==> src/rtl/lcd_stream_sequencer_pkg.sv <==
// Shared LCD controller definitions for the stream sequencer.
//   LCD_DISP_WIDTH / LCD_DISP_HEIGHT : panel geometry in pixels
//   LCD_BYTES_PER_PIXEL              : RGB565 pixel size
//   LCD_RAMWR_CMD                    : memory-write opcode opening every frame
//   state_t                          : sequencer states
package lcd_stream_sequencer_pkg;

   localparam int unsigned LCD_DISP_WIDTH      = 240;
   localparam int unsigned LCD_DISP_HEIGHT     = 280;
   localparam int unsigned LCD_BYTES_PER_PIXEL = 2;
   localparam logic [7:0]  LCD_RAMWR_CMD       = 8'h2C;

   typedef enum logic [2:0] {
      ST_IDLE,
      ST_INIT,
      ST_FRAME_CMD,
      ST_PIXELS,
      ST_CFG
   } state_t;

endpackage

==> src/rtl/lcd_stream_sequencer_counter.sv <==
// Loadable byte down-counter for the pixel payload.
//   clk_i      : clock
//   rst_ni     : asynchronous active-low reset (count -> 0)
//   load_i     : load TOTAL_BYTES-1
//   dec_i      : decrement by one (saturates at zero)
//   is_zero_o  : count is zero
module lcd_byte_counter #(
   parameter int unsigned  TOTAL_BYTES = 134400,
   localparam int unsigned CW = (TOTAL_BYTES > 1) ? $clog2(TOTAL_BYTES) : 1
) (
   input  logic clk_i,
   input  logic rst_ni,
   input  logic load_i,
   input  logic dec_i,
   output logic is_zero_o
);

   logic [CW-1:0] cnt_q, cnt_d;

   always_comb begin
      cnt_d = cnt_q;
      if (load_i) begin
         cnt_d = CW'(TOTAL_BYTES - 1);
      end else if (dec_i && (cnt_q != '0)) begin
         cnt_d = cnt_q - 1'b1;
      end
   end

   always_ff @(posedge clk_i or negedge rst_ni) begin
      if (!rst_ni) begin
         cnt_q <= '0;
      end else begin
         cnt_q <= cnt_d;
      end
   end

   assign is_zero_o = (cnt_q == '0);

endmodule

==> src/rtl/lcd_stream_sequencer.sv <==
// Owns the byte path into the LCD transmit FIFO and picks its source:
// init decoder, then back-to-back frames (RAMWR + pixel payload), with config
// bursts slotted in only at frame boundaries.
//   clk, rst (async active-low)
//   start / run                  : init kick pulse / frame streaming level
//   dec_*                        : init-sequence decoder source
//   px_*                         : pixel source
//   cfg_*                        : on-the-fly config requester
//   out_*                        : FIFO side, valid/ready
//   init_done, frame_start, busy : status
module lcd_stream_sequencer
   import lcd_stream_sequencer_pkg::*;
#(
   parameter int unsigned           WORD_WIDTH      = 8,
   parameter int unsigned           DISP_WIDTH      = LCD_DISP_WIDTH,
   parameter int unsigned           DISP_HEIGHT     = LCD_DISP_HEIGHT,
   parameter int unsigned           BYTES_PER_PIXEL = LCD_BYTES_PER_PIXEL,
   parameter logic [WORD_WIDTH-1:0] RAMWR_CMD       = WORD_WIDTH'(LCD_RAMWR_CMD)
) (
   input  logic                  clk,
   input  logic                  rst,
   input  logic                  start,
   input  logic                  run,
   output logic                  dec_en,
   input  logic                  dec_valid,
   output logic                  dec_ready,
   input  logic [WORD_WIDTH-1:0] dec_data,
   input  logic                  dec_is_cmd,
   input  logic                  dec_done,
   input  logic                  px_valid,
   output logic                  px_ready,
   input  logic [WORD_WIDTH-1:0] px_data,
   input  logic                  cfg_req,
   output logic                  cfg_gnt,
   input  logic                  cfg_valid,
   output logic                  cfg_ready,
   input  logic [WORD_WIDTH-1:0] cfg_data,
   input  logic                  cfg_is_cmd,
   input  logic                  cfg_last,
   output logic                  out_valid,
   input  logic                  out_ready,
   output logic [WORD_WIDTH-1:0] out_data,
   output logic                  out_is_cmd,
   output logic                  init_done,
   output logic                  frame_start,
   output logic                  busy
);

   localparam int unsigned FRAME_BYTES = DISP_WIDTH * DISP_HEIGHT * BYTES_PER_PIXEL;

   state_t state_q, state_d;
   logic   init_done_q, init_done_d;
   // Set after a config burst, cleared at the next RAMWR. Lets IDLE start a
   // frame before granting a held cfg_req again, so a continuous requester
   // gets one burst per frame boundary instead of starving frames.
   logic   cfg_served_q, cfg_served_d;
   logic   hs;
   logic   cnt_load, cnt_dec, cnt_zero;

   // Output mux: purely from state so a source's byte reaches the FIFO in the
   // same cycle it is presented.
   always_comb begin
      out_valid  = 1'b0;
      out_data   = '0;
      out_is_cmd = 1'b0;
      dec_ready  = 1'b0;
      px_ready   = 1'b0;
      cfg_ready  = 1'b0;
      cfg_gnt    = 1'b0;
      unique case (state_q)
         ST_INIT: begin
            out_valid  = dec_valid;
            out_data   = dec_data;
            out_is_cmd = dec_is_cmd;
            dec_ready  = out_ready;
         end
         ST_FRAME_CMD: begin
            out_valid  = 1'b1;
            out_data   = RAMWR_CMD;
            out_is_cmd = 1'b1;
         end
         ST_PIXELS: begin
            out_valid  = px_valid;
            out_data   = px_data;
            px_ready   = out_ready;
         end
         ST_CFG: begin
            cfg_gnt    = 1'b1;
            out_valid  = cfg_valid;
            out_data   = cfg_data;
            out_is_cmd = cfg_is_cmd;
            cfg_ready  = out_ready;
         end
         default: ;
      endcase
   end

   assign hs = out_valid & out_ready;

   always_comb begin
      state_d      = state_q;
      init_done_d  = init_done_q;
      cfg_served_d = cfg_served_q;
      dec_en       = 1'b0;
      frame_start  = 1'b0;
      cnt_load     = 1'b0;
      cnt_dec      = 1'b0;
      unique case (state_q)
         ST_IDLE: begin
            if (start && !init_done_q) begin
               state_d = ST_INIT;
               dec_en  = rst;   // keep the kick quiet while reset is held
            end else if (init_done_q && cfg_req && !(cfg_served_q && run)) begin
               state_d = ST_CFG;
            end else if (init_done_q && run) begin
               state_d = ST_FRAME_CMD;
            end
         end
         ST_INIT: begin
            if (dec_done) begin
               init_done_d = 1'b1;
               state_d     = ST_IDLE;
            end
         end
         ST_FRAME_CMD: begin
            if (hs) begin
               frame_start  = 1'b1;
               cnt_load     = 1'b1;
               cfg_served_d = 1'b0;
               state_d      = ST_PIXELS;
            end
         end
         ST_PIXELS: begin
            if (hs) begin
               cnt_dec = 1'b1;
               if (cnt_zero) begin
                  if (cfg_req)  state_d = ST_CFG;
                  else if (run) state_d = ST_FRAME_CMD;
                  else          state_d = ST_IDLE;
               end
            end
         end
         ST_CFG: begin
            if (hs && cfg_last) begin
               cfg_served_d = 1'b1;
               state_d      = ST_IDLE;
            end
         end
         default: state_d = ST_IDLE;
      endcase
   end

   always_ff @(posedge clk or negedge rst) begin
      if (!rst) begin
         state_q      <= ST_IDLE;
         init_done_q  <= 1'b0;
         cfg_served_q <= 1'b0;
      end else begin
         state_q      <= state_d;
         init_done_q  <= init_done_d;
         cfg_served_q <= cfg_served_d;
      end
   end

   lcd_byte_counter #(
      .TOTAL_BYTES (FRAME_BYTES)
   ) u_byte_counter (
      .clk_i     (clk),
      .rst_ni    (rst),
      .load_i    (cnt_load),
      .dec_i     (cnt_dec),
      .is_zero_o (cnt_zero)
   );

   assign init_done = init_done_q;
   assign busy      = (state_q != ST_IDLE);

endmodule

==> config.mk <==
export PLATFORM = sky130hd
export DESIGN_NAME = lcd_stream_sequencer
export DESIGN_NICKNAME = d
export VERILOG_FILES = /design/src/rtl/lcd_stream_sequencer_pkg.sv /design/src/rtl/lcd_stream_sequencer_counter.sv /design/src/rtl/lcd_stream_sequencer.sv
export SDC_FILE = /design/constraint.sdc
export NUM_CORES = 1
export LEC_CHECK = 0
export ABC_AREA = 1
export CORE_ASPECT_RATIO = 1.1
export CORE_UTILIZATION = 51
export DETAILED_ROUTE_END_ITERATION = 8
export GPL_TIMING_DRIVEN = 0
export PLACE_DENSITY = 0.86
export REMOVE_ABC_BUFFERS = 1
export SKIP_CTS_REPAIR_TIMING = 1
export SYNTH_ARGS = -nofsm -noshare
export SYNTH_HDL_FRONTEND = slang
export SYNTH_SLANG_ARGS = --single-unit
==> constraint.sdc <==
create_clock -name clk -period 2.2 [get_ports clk]
set_input_delay 0.44 -clock clk [delete_from_list [all_inputs] [get_ports clk]]
set_output_delay 0.44 -clock clk [all_outputs]
set_load 0.1 [all_outputs]
# [Word level (Yosys, flattened, before mapping)]
# Cells that the tools add are included.
[totals] reg_bits=23 output_inout_bits=18 elab_cells=62
[classes] n_eq_ne=10 n_mux=28 n_bitwise=1 n_reduce_logical=18 n_addsub=1
[op_table] operator="$mux W18" count=2
[op_table] operator="$pmux W8 S4" count=1
[op_table] operator="$mux W3" count=9
[op_table] operator="$logic_not A18 Y1" count=1
[op_table] operator="$reduce_bool A18 Y1" count=1
[op_table] operator="$sub A18 B1 Y18 const B" count=1
[op_table] operator="$pmux W3 S5" count=1
[op_table] operator="$mux W1" count=11
[op_table] operator="$ne A2 B2 Y1 const B" count=5
[op_table] operator="$logic_and A1 B1 Y1" count=7
[op_table] operator="$eq A3 B2 Y1 const B" count=2
[op_table] operator="$reduce_and A6 Y1" count=1
[op_table] operator="$ne A4 B4 Y1 const B" count=1
[op_table] operator="$pmux W1 S4" count=1
[op_table] operator="$reduce_bool A2 Y1" count=2
[op_table] operator="$eq A3 B1 Y1 const B" count=1
[op_table] operator="$eq A3 B3 Y1 const B" count=1
[op_table] operator="$logic_not A3 Y1" count=1
[op_table] operator="$pmux W1 S3" count=1
[op_table] operator="$reduce_and A3 Y1" count=1
[op_table] operator="$reduce_bool A3 Y1" count=1
[op_table] operator="$logic_not A1 Y1" count=2
[op_table] operator="$mux W2" count=1
[op_table] operator="$pmux W1 S2" count=1
[op_table] operator="2 further kinds" count=2

# [Logic depth before layout (Yosys ltp)]
# Gate-level depths: netlist (run 1).
[logic_depth] word_depth=8 ltp_mapped=10 depth_no_buf=10

# [Modules after synthesis]
# A second synthesis (run 1) with hierarchy kept.
[unflattened] cells_unflattened=305 hier_area_um2=1935.6
[modules_own_cells] mod="lcd_byte_counter" seq_area_each_um2=450.4 area_each_um2=1303.8 cells_per_inst=202 instances=1
[modules_own_cells] mod="lcd_stream_sequencer" seq_area_each_um2=125.1 area_each_um2=631.9 cells_per_inst=103 instances=1

# [Least setup slack after synthesis (run 1)]
# No wires, ideal clock.
[synth_timing] path_kind="register to output" startpoint="register state_q[0]" endpoint="output dec_en" path_slack_ns=-1.984 arrival_ns=3.744 path_stages_with_launch=4 path_cell_list="dfrtp_1 > nor2_1 > nand2_1 > nor3b_1"
[synth_via] elab_chain_len=2
[synth_lines] element="from (decl)" line_no="lcd_stream_sequencer.sv:51" source="state_t state_q, state_d;"
[synth_lines] element="from (signal assigned)" line_no="lcd_stream_sequencer.sv:159" source="state_q <= state_d;"
[synth_lines] element="$logic_not A3 Y1" line_no="lcd_stream_sequencer.sv:108" source="unique case (state_q)"
[synth_lines] element="$mux W1" line_no="lcd_stream_sequencer.sv:108"
[synth_lines] element="to (decl)" line_no="lcd_stream_sequencer.sv:24" source="output logic dec_en,"
# No other way between the ends.

# [Final worst setup path (run 1)]
[layout_timing] startpoint="register state_q[2]" endpoint="output out_data[3]"
[layout_via] elab_chain_len=2 elab_cells_between_ends=5
[layout_lines] element="$eq A3 B3 Y1, or another cell as far along" line_no="lcd_stream_sequencer.sv:70" source="unique case (state_q)"
[layout_lines] element="$pmux W8 S4 (*)" line_no="lcd_stream_sequencer.sv:70"
[layout_lines] element="to (decl)" line_no="lcd_stream_sequencer.sv:42" source="output logic [WORD_WIDTH-1:0] out_data,"
# Every way passes the cells marked *; elsewhere a longest branch is shown, timed or not.

==> results of run 1 <==
[cell usage after synthesis, types with 2 or more instances]
cell type	n
nand2_1	98
nor2_1	36
dfrtp_1	23
nand3_1	18
inv_1	13
xor2_1	8
a21oi_1	6
nand3_2	6
inv_2	5
nand4_1	5
nor2_2	4
a22oi_1	3
nand2_2	3
nand3b_4	3
nor3_1	3
o21ai_0	3
buf_2	2
ha_1	2
nand2_4	2
o211ai_1	2
o21ai_1	2
xnor2_1	2
[per-layer routing]
| metal | track usage | wire length, um | up-vias |
|---|---|---|---|
| li1 | - | - | 973 |
| met1 | 0.294 | 1990 | 887 |
| met5 | 0 | 0 | - |
| met4 | 0.104 | 77 | 0 |
| met2 | 0.436 | 2400 | 74 |
| met3 | 0.0379 | 188 | 9 |
[cell families (layout without fill, tap and decap cells)]
group / count (synthesis) / count (layout) / synth area share
compound gates: 18 / 18 / 0.0591
buf+inv: 23 / 85 / 0.0591
flops: 23 / 23 / 0.316
xor+xnor: 10 / 10 / 0.0481
simple gates: 185 / 186 / 0.504
fa+ha+maj: 2 / 2 / 0.0137
[how the worst max path moves through the flow]
stage / end / start / depth (start not counted)
after floorplan: dec_en / state_q[0] / 3
after global placement: dec_en / rst / 3
after detailed placement: dec_en / rst / 3
after CTS: out_data[5] / state_q[0] / 5
after global routing: out_data[5] / state_q[2] / 6
final: out_data[3] / state_q[2] / 6
[worst max-delay path, delay by kind of cell (launching register included)]
kind,cells,cell delay (ns)
simple gates,2,0.34
compound gates,1,0.08
flops,1,0.49
buf+inv,3,0.49
[power groups by stage]
stage / sequential [mW] / combinational (mW) / clock [mW]
2_1_floorplan: 0.635 / 1.70 / 0
3_3_place_gp: 0.660 / 2.15 / 0
3_5_place_dp: 0.664 / 2.17 / 0
4_1_cts: 0.654 / 2.18 / 0.206
5_1_grt: 0.680 / 2.65 / 0.230
6_report: 0.667 / 2.50 / 0.200
[through the flow]
| stage | cell area [sq um] | TNS (ns) | total power, mW | hold slack, ns | std cells |
|---|---|---|---|---|---|
| 2_1_floorplan | 1780 | -24.81 | 2.33 | 0.144 | 256 |
| 3_3_place_gp | 2380 | -19.24 | 2.81 | 0.514 | 358 |
| 3_5_place_dp | 2380 | -19.13 | 2.83 | 0.524 | 358 |
| 4_1_cts | 2410 | -20.46 | 3.04 | 0.556 | 362 |
| 5_1_grt | 2570 | -0.135 | 3.56 | 0.140 | 372 |
| 6_report | 2570 | 0 | 3.36 | 0.112 | 372 |
[final cells by class]
class	instances	share of cell area
Timing Repair Buffer	63	0.254
Tap cell	48	0.0234
Sequential cell	23	0.226
Clock buffer	4	0.0102
Multi-Input combinational cell	216	0.460
Inverter	18	0.0273
[flip-flops by register name, indices dropped and copies added (netlist names)]
name	cells
state_q	3
init_done	1
u_byte_counter.cnt_q	18
cfg_served_q	1
==> impl_metrics.yaml, run 1 <==
clocking:
  cts_tree: "yes"
  clock_sinks: 23
  htreeDepth: 1
  cts_buffers: 3
  clockBufferDepth: 2
  clockRootBuffer: "clkbuf_4"
  clock_latency_ns: 0.31
  path_clk_slew_ns: 0.13
finish:
  ff_latch_area_sq_um: 579
  final_nets: 364
  drive_gt1_frac: 0.210
  mostFrequentLayoutCell: "nand2_1"
  nFillCells: 273
  multiInputGateArea_sq_um: 1180
  mostFrequentLayoutCells: "nand2_1 (98), nor2_1 (34), clkdlybuf4s50_1 (34)"
  fin_util: 0.758
  area_growth_pct: 41.0
  n_antenna_cell: 0
floorplan:
  dieWidth_um: 59.0
  dieArea_sq_um: 3810
  start_util: 0.538
  rows: 22
  ioPinCount: 55
  core_area_sq_um: 3390
  die_y_um: 64.7
yosys:
  ys_types: 34
  ys_top_cells_by_area: "dfrtp_1 (32%), nand2_1 (20%), nor2_1 (7.4%)"
  synth_top_area_frac: 0.316
  synth_enable_flop_cells: 0
  syn_inst: 261
  syn_avg_cell_area_sq_um: 6.98
  synth_seq_cells: 23
  yosys_warnings: 0
  synth_top_cell_by_area: "dfrtp_1"
  synth-main-ff-cell: "dfrtp_1"
  synthArstFlopShare: 1.00
  syn-cell-area_sq_um: 1820
  synth-seq-area-share: 0.316
global_routing:
  grt_pass1_vias: 1817
  track_usage: 0.248
  antenna_found_initial: 0
  grt_max_degree: 25
  grt_overflow_total: 0
  grt_pass1_wl_um: 7260
route:
  drc: 0
  ant_nets: 0
  drtPass1Iterations: 4
  routed_via_density: 5.22
  wl_per_cell_um: 12.5
  drt-total-wl_um: 4660
  drt_iter0_markers: 86
  vias: 1943
run_status:
  status: "complete, no violations"
setup_path:
  r2r-end: "u_byte_counter.cnt_q[10]"
  ff2ff_path_depth: 9
  cp_data_arrival_time_ns: 1.70
  slowest_stage: "dfrtp_2"
  cp_max_fo: 11
  reg2reg_slack_ns: 0.34
  crit_top_cell: "buf_12"
  critPathMaxStageDelay_ns: 0.49
  crit_type: "register to primary output"
  path_cells: "buf_12, nor3_4, buf_12, a22oi_1, nand3_1, buf_12"
  critPathRequiredTime_ns: 1.76
  timing.rr.start: "state_q[2]"
  endpoint_kind: "primary output"
  setup.worst_path.start_class: "register"
timing:
  drv_slew: 0
  timing.final.crit_share: 0.975
  fmax_ghz: 0.466
  hold_viol: 0
  rsz0062_at_grt: "true"
  fin_skew_ns: 0.00417
  slew_headroom: 0.352
  worst_pin_slew_ns: 0.970
  layout_setup_ws_ns: 0.0561
  setup_viol: 0
  period_needed_ns: 2.14
power:
  intPower_mw: 1.36
  leakagePower_nw: 1.26
  powerDensity_nw_per_um2: 1310
  combPwrFrac: 0.742
  ir_drop_uv: 976
  clkPwrFrac: 0.059
  switching_share: 0.596
  p_switching_mw: 2.01
  p_seq_frac: 0.198
placed_design:
  dp_slack_ns: -1.34
  port_buffers: 54
  hpwlAfterDp_um: 3330
  globalplace.congestion: 0.941
run:
  cap_violations: 0
hold_path:
  hold_path.class: "primary input to asynchronous set/reset pin"
No activity file was read; power rests on OpenSTA's default activity.
==> inputs of run 2 (changes only) <==
clock period = 2.62 ns   (was 2.2 ns; I/O delays follow)
==> run 2 against run 1 <==
  * Register-to-register slack better by 0.30 ns
  * Die area unchanged
  * Critical path depth down 2
  * Worst setup slack better by 0.0038 ns
  * Global-route usage unchanged
  * Largest power group unchanged
==> impl_metrics.yaml, run 2 (synthesis gave the netlist of run 1 again) <==
placed_design:
  port_buffers: 54
  hpwlAfterDp_um: 3330
  globalplace.congestion: 0.941
finish:
  mostFrequentLayoutCells: "nand2_1 (98), clkdlybuf4s50_1 (36), nor2_1 (34)"
  n_antenna_cell: 0
  largest_reg_flops: 18
  reg.largest.list: "u_byte_counter.cnt_q: 18 flops, state_q: 3 flops"
  regMostFlops: "u_byte_counter.cnt_q"
  mostFrequentLayoutCell: "nand2_1"
  fin_util: 0.706
  drive_gt1_frac: 0.168
  final_nets: 355
  area_growth_pct: 31.3
  nFillCells: 302
clocking:
  cts_buffers: 3
  htreeDepth: 1
  clock_latency_ns: 0.32
  path_clk_slew_ns: 0.13
  clock_sinks: 23
  clockBufferDepth: 2
  clockRootBuffer: "clkbuf_4"
  cts_tree: "yes"
timing:
  fmax_ghz: 0.391
  rsz0062_at_grt: "true"
  period_needed_ns: 2.56
  worst_pin_slew_ns: 0.973
  setup_viol: 0
  timing.final.crit_share: 0.977
  hold_viol: 0
  drv_slew: 0
  fin_skew_ns: 0.00394
  fin_tns_setup_ns: 0
  slew_headroom: 0.349
floorplan:
  ioPinCount: 55
  core_area_sq_um: 3390
  dieWidth_um: 59.0
  rows: 22
  start_util: 0.538
  die_y_um: 64.7
  dieArea_sq_um: 3810
global_routing:
  grt_pass1_wl_um: 7260
  grt_max_degree: 25
  grt_overflow_total: 0
  track_usage: 0.248
  antenna_found_initial: 0
  grt_pass1_vias: 1817
setup_path:
  cp_data_arrival_time_ns: 2.04
  cp_max_fo: 12
  path_cells: "clkdlybuf4s50_1, inv_1, nor2_4, clkbuf_4"
  crit_type: "primary input to primary output"
  critPathRequiredTime_ns: 2.10
  slowest_stage: "clkdlybuf4s50_1"
  setup.worst_path.start_class: "primary input"
  endpoint_kind: "primary output"
  crit_family: "buffers and inverters"
  critPathMaxStageDelay_ns: 0.61
  path_buf_inv: 3
route:
  routed_via_density: 5.18
  drt-met1-wl_um: 1810
  vias: 1879
  wl_met2_um: 2110
  dr_wl_met3_um: 175
  drc: 0
  drtPass1Iterations: 6
  routed.top_layer: "met4"
  wl_per_cell_um: 11.6
  ant_nets: 0
  drt-total-wl_um: 4200
  drt_iter0_markers: 74
power:
  leakagePower_nw: 1.18
  finalPower_mw: 2.53
  ir_drop_uv: 707
  powerDensity_nw_per_um2: 1060
run:
  cap_violations: 0
run_status:
  status: "complete, no violations"
hold_path:
  hold_path.class: "primary input to asynchronous set/reset pin"
run 2: per-stage QoR:
stage	hold slack [ns]	setup WS (ns)	std cells	instance area, sq um
floorplan	0.228	-1.65	256	1780
global placement	0.514	-1.10	358	2380
detailed placement	0.524	-1.09	358	2380
CTS	0.556	-1.17	362	2410
global route	0.209	-0.00379	363	2390
finish	0.183	0.0599	363	2390
run 2: report_power, final:
group	switching, mW	internal (mW)
Combinational	1.37	0.423
Clock	0.111	0.0596
Sequential	0.117	0.444
run 2: layer usage:
layer,vias to the layer above,global-route usage
met2,70,0.436
li1,954,-
met5,-,0
met1,844,0.294
met4,0,0.104
met3,11,0.0379
run 2: layout make-up:
cell class / instances / area, sq um / area share
sequential: 23 / 576 / 0.241
tap: 48 / 60.1 / 0.0251
clock buffer: 4 / 26.3 / 0.0110
inverter: 18 / 67.6 / 0.0283
multi-input combinational: 215 / 1160 / 0.487
timing repair buffer: 55 / 498 / 0.208
run 2: path summary, 6_finish.rpt:
path	from	endpoint	slack, ns	cells past startpoint
setup reg to reg	state_q[1]	u_byte_counter.cnt_q[10]	0.64	9
min in group clk	u_byte_counter.cnt_q[2]	u_byte_counter.cnt_q[2]	0.56	2
hold reg to reg	u_byte_counter.cnt_q[2]	u_byte_counter.cnt_q[2]	0.56	2
hold / removal	rst	u_byte_counter.cnt_q[11]	0.18	1
max in group asynchronous	rst	u_byte_counter.cnt_q[3]	2.05	1
setup / recovery	out_ready	frame_start	0.06	4
==> inputs of run 3 (changes only) <==
GPL_TIMING_DRIVEN = unset   (was 0)
HOLD_SLACK_MARGIN = 0.1   (was unset)
==> run 3 against run 2 <==
  * Sequential power fell by 1%
  * Clock skew rose by 0.0021 ns
  * First-iteration DRC count rose by 50%
  * Die area did not move
  * Final cell count rose by 1.4%
  * Via count rose by 1.4%
  * Utilization rose by 6.4 points
  * Total power rose by 13%
  * Sequential share of layout area fell by 2.0 points
  * Critical path depth did not move
==> impl_metrics.yaml, run 3 (synthesis gave the netlist of run 1 again) <==
finish:
  mostFrequentLayoutCells: "nand2_1 (98), nor2_1 (36), clkdlybuf4s50_1 (36)"
  ff_latch_area_sq_um: 576
  final_nets: 360
  drive_gt1_frac: 0.172
  instances_no_fill: 368
  nFillCells: 267
  largest_reg_flops: 18
  n_antenna_cell: 0
  regMostFlops: "u_byte_counter.cnt_q"
  area_growth_pct: 43.2
  mostFrequentLayoutCell: "nand2_1"
  reg.largest.list: "u_byte_counter.cnt_q: 18 flops, state_q: 3 flops"
  fin_util: 0.770
  multiInputGateArea_sq_um: 1140
power:
  leakagePower_nw: 1.26
  finalPower_mw: 2.85
  ir_drop_uv: 932
  powerDensity_nw_per_um2: 1090
timing:
  worst_pin_slew_ns: 0.533
  rsz0062_at_grt: "false"
  hold_viol: 0
  fmax_ghz: 0.418
  timing.final.crit_share: 0.912
  whs_ns: 0.566
  period_needed_ns: 2.39
  setup_viol: 0
  drv_slew: 0
  fin_skew_ns: 0.00607
  slew_headroom: 0.641
run_status:
  status: "complete, no violations"
run:
  cap_violations: 0
floorplan:
  dieArea_sq_um: 3810
  core_area_sq_um: 3390
  rows: 22
  start_util: 0.538
  dieWidth_um: 59.0
  die_y_um: 64.7
  ioPinCount: 55
placed_design:
  place_inst: 364
  hpwlAfterDp_um: 3690
  port_buffers: 54
  globalplace.congestion: 0.970
setup_path:
  cp_data_arrival_time_ns: 1.87
  ff2ff_path_depth: 8
  critPathRequiredTime_ns: 2.10
  r2r-end: "u_byte_counter.cnt_q[11]"
  path_buf_inv: 1
  crit_type: "register to primary output"
  endpoint_kind: "primary output"
  timing.rr.start: "state_q[2]"
  reg2reg_slack_ns: 0.73
  critPathMaxStageDelay_ns: 0.47
  setup.worst_path.start_class: "register"
  path_cells: "nor2_1, nand2_1, nor3b_1, buf_12"
  cp_max_fo: 5
  slowest_stage: "dfrtp_1"
  crit_family: "simple AND/OR/NAND/NOR gates"
global_routing:
  antenna_found_initial: 0
  grt_pass1_vias: 1816
  grt_pass1_wl_um: 7620
  grt_max_degree: 24
  track_usage: 0.262
  grt_overflow_total: 0
route:
  vias: 1905
  drt_iter0_markers: 111
  drc: 0
  drt-total-wl_um: 4590
  routed_via_density: 5.18
  wl_per_cell_um: 12.5
  drtPass1Iterations: 4
  ant_nets: 0
clocking:
  path_clk_slew_ns: 0.13
  clockBufferDepth: 2
  clockRootBuffer: "clkbuf_4"
  htreeDepth: 1
  cts_tree: "yes"
  cts_buffers: 3
  clock_latency_ns: 0.32
  clock_sinks: 23
hold_path:
  min_delay_path_depth: 2
  hold_start: "cfg_served_q"
  hold_path.class: "register to register"
  min_to: "cfg_served_q"
run 3: worst max path at each step:
stage          slack, ns           to  startpoint  cells after the start
2_1_floorplan      -1.65       dec_en  state_q[0]                      3
3_3_place_gp        0.34    dec_ready   out_ready                      4
3_5_place_dp        0.28    dec_ready   out_ready                      4
4_1_cts             0.22  out_data[2]  state_q[0]                      7
5_1_grt             0.08       dec_en  state_q[0]                      4
6_report            0.23       dec_en  state_q[0]                      4
run 3: power breakdown:
| group | internal, mW | switching [mW] |
|---|---|---|
| sequential | 0.445 | 0.111 |
| clock | 0.0596 | 0.113 |
| combinational | 0.694 | 1.43 |
| total | 1.20 | 1.65 |
run 3: cell type report:
type | count | share of cell area
multi-input cells | 215 | 0.436
repair buffers | 60 | 0.284
flip-flops and latches | 23 | 0.221
inverters | 18 | 0.0259
well taps | 48 | 0.0230
clock buffers | 4 | 0.0101
run 3: metrics by stage:
stage	setup slack, ns	TNS (ns)	instance area, sq um
2_1_floorplan	-1.65	-14.74	1780
3_3_place_gp	0.339	0	2580
3_5_place_dp	0.276	0	2580
4_1_cts	0.221	0	2610
5_1_grt	0.0799	0	2610
6_report	0.230	0	2610
run 3: metal layers:
layer | wire length (um) | part of all wire | global-route usage | vias up
met5 | 0 | 0 | 0 | -
met4 | 136 | 0.030 | 0.134 | 0
met3 | 285 | 0.062 | 0.0539 | 12
met2 | 2250 | 0.49 | 0.457 | 78
met1 | 1910 | 0.42 | 0.295 | 858
li1 | - | - | - | 957
run 3: worst register-to-register path: stages, from the launching register on:
cell	delay, ns
dfrtp_1	0.48
nor2_4	0.22
nand2_2	0.15
nor2_2	0.32
inv_2	0.21
nand2_4	0.18
inv_2	0.12
nand2_1	0.08
nand2_1	0.05
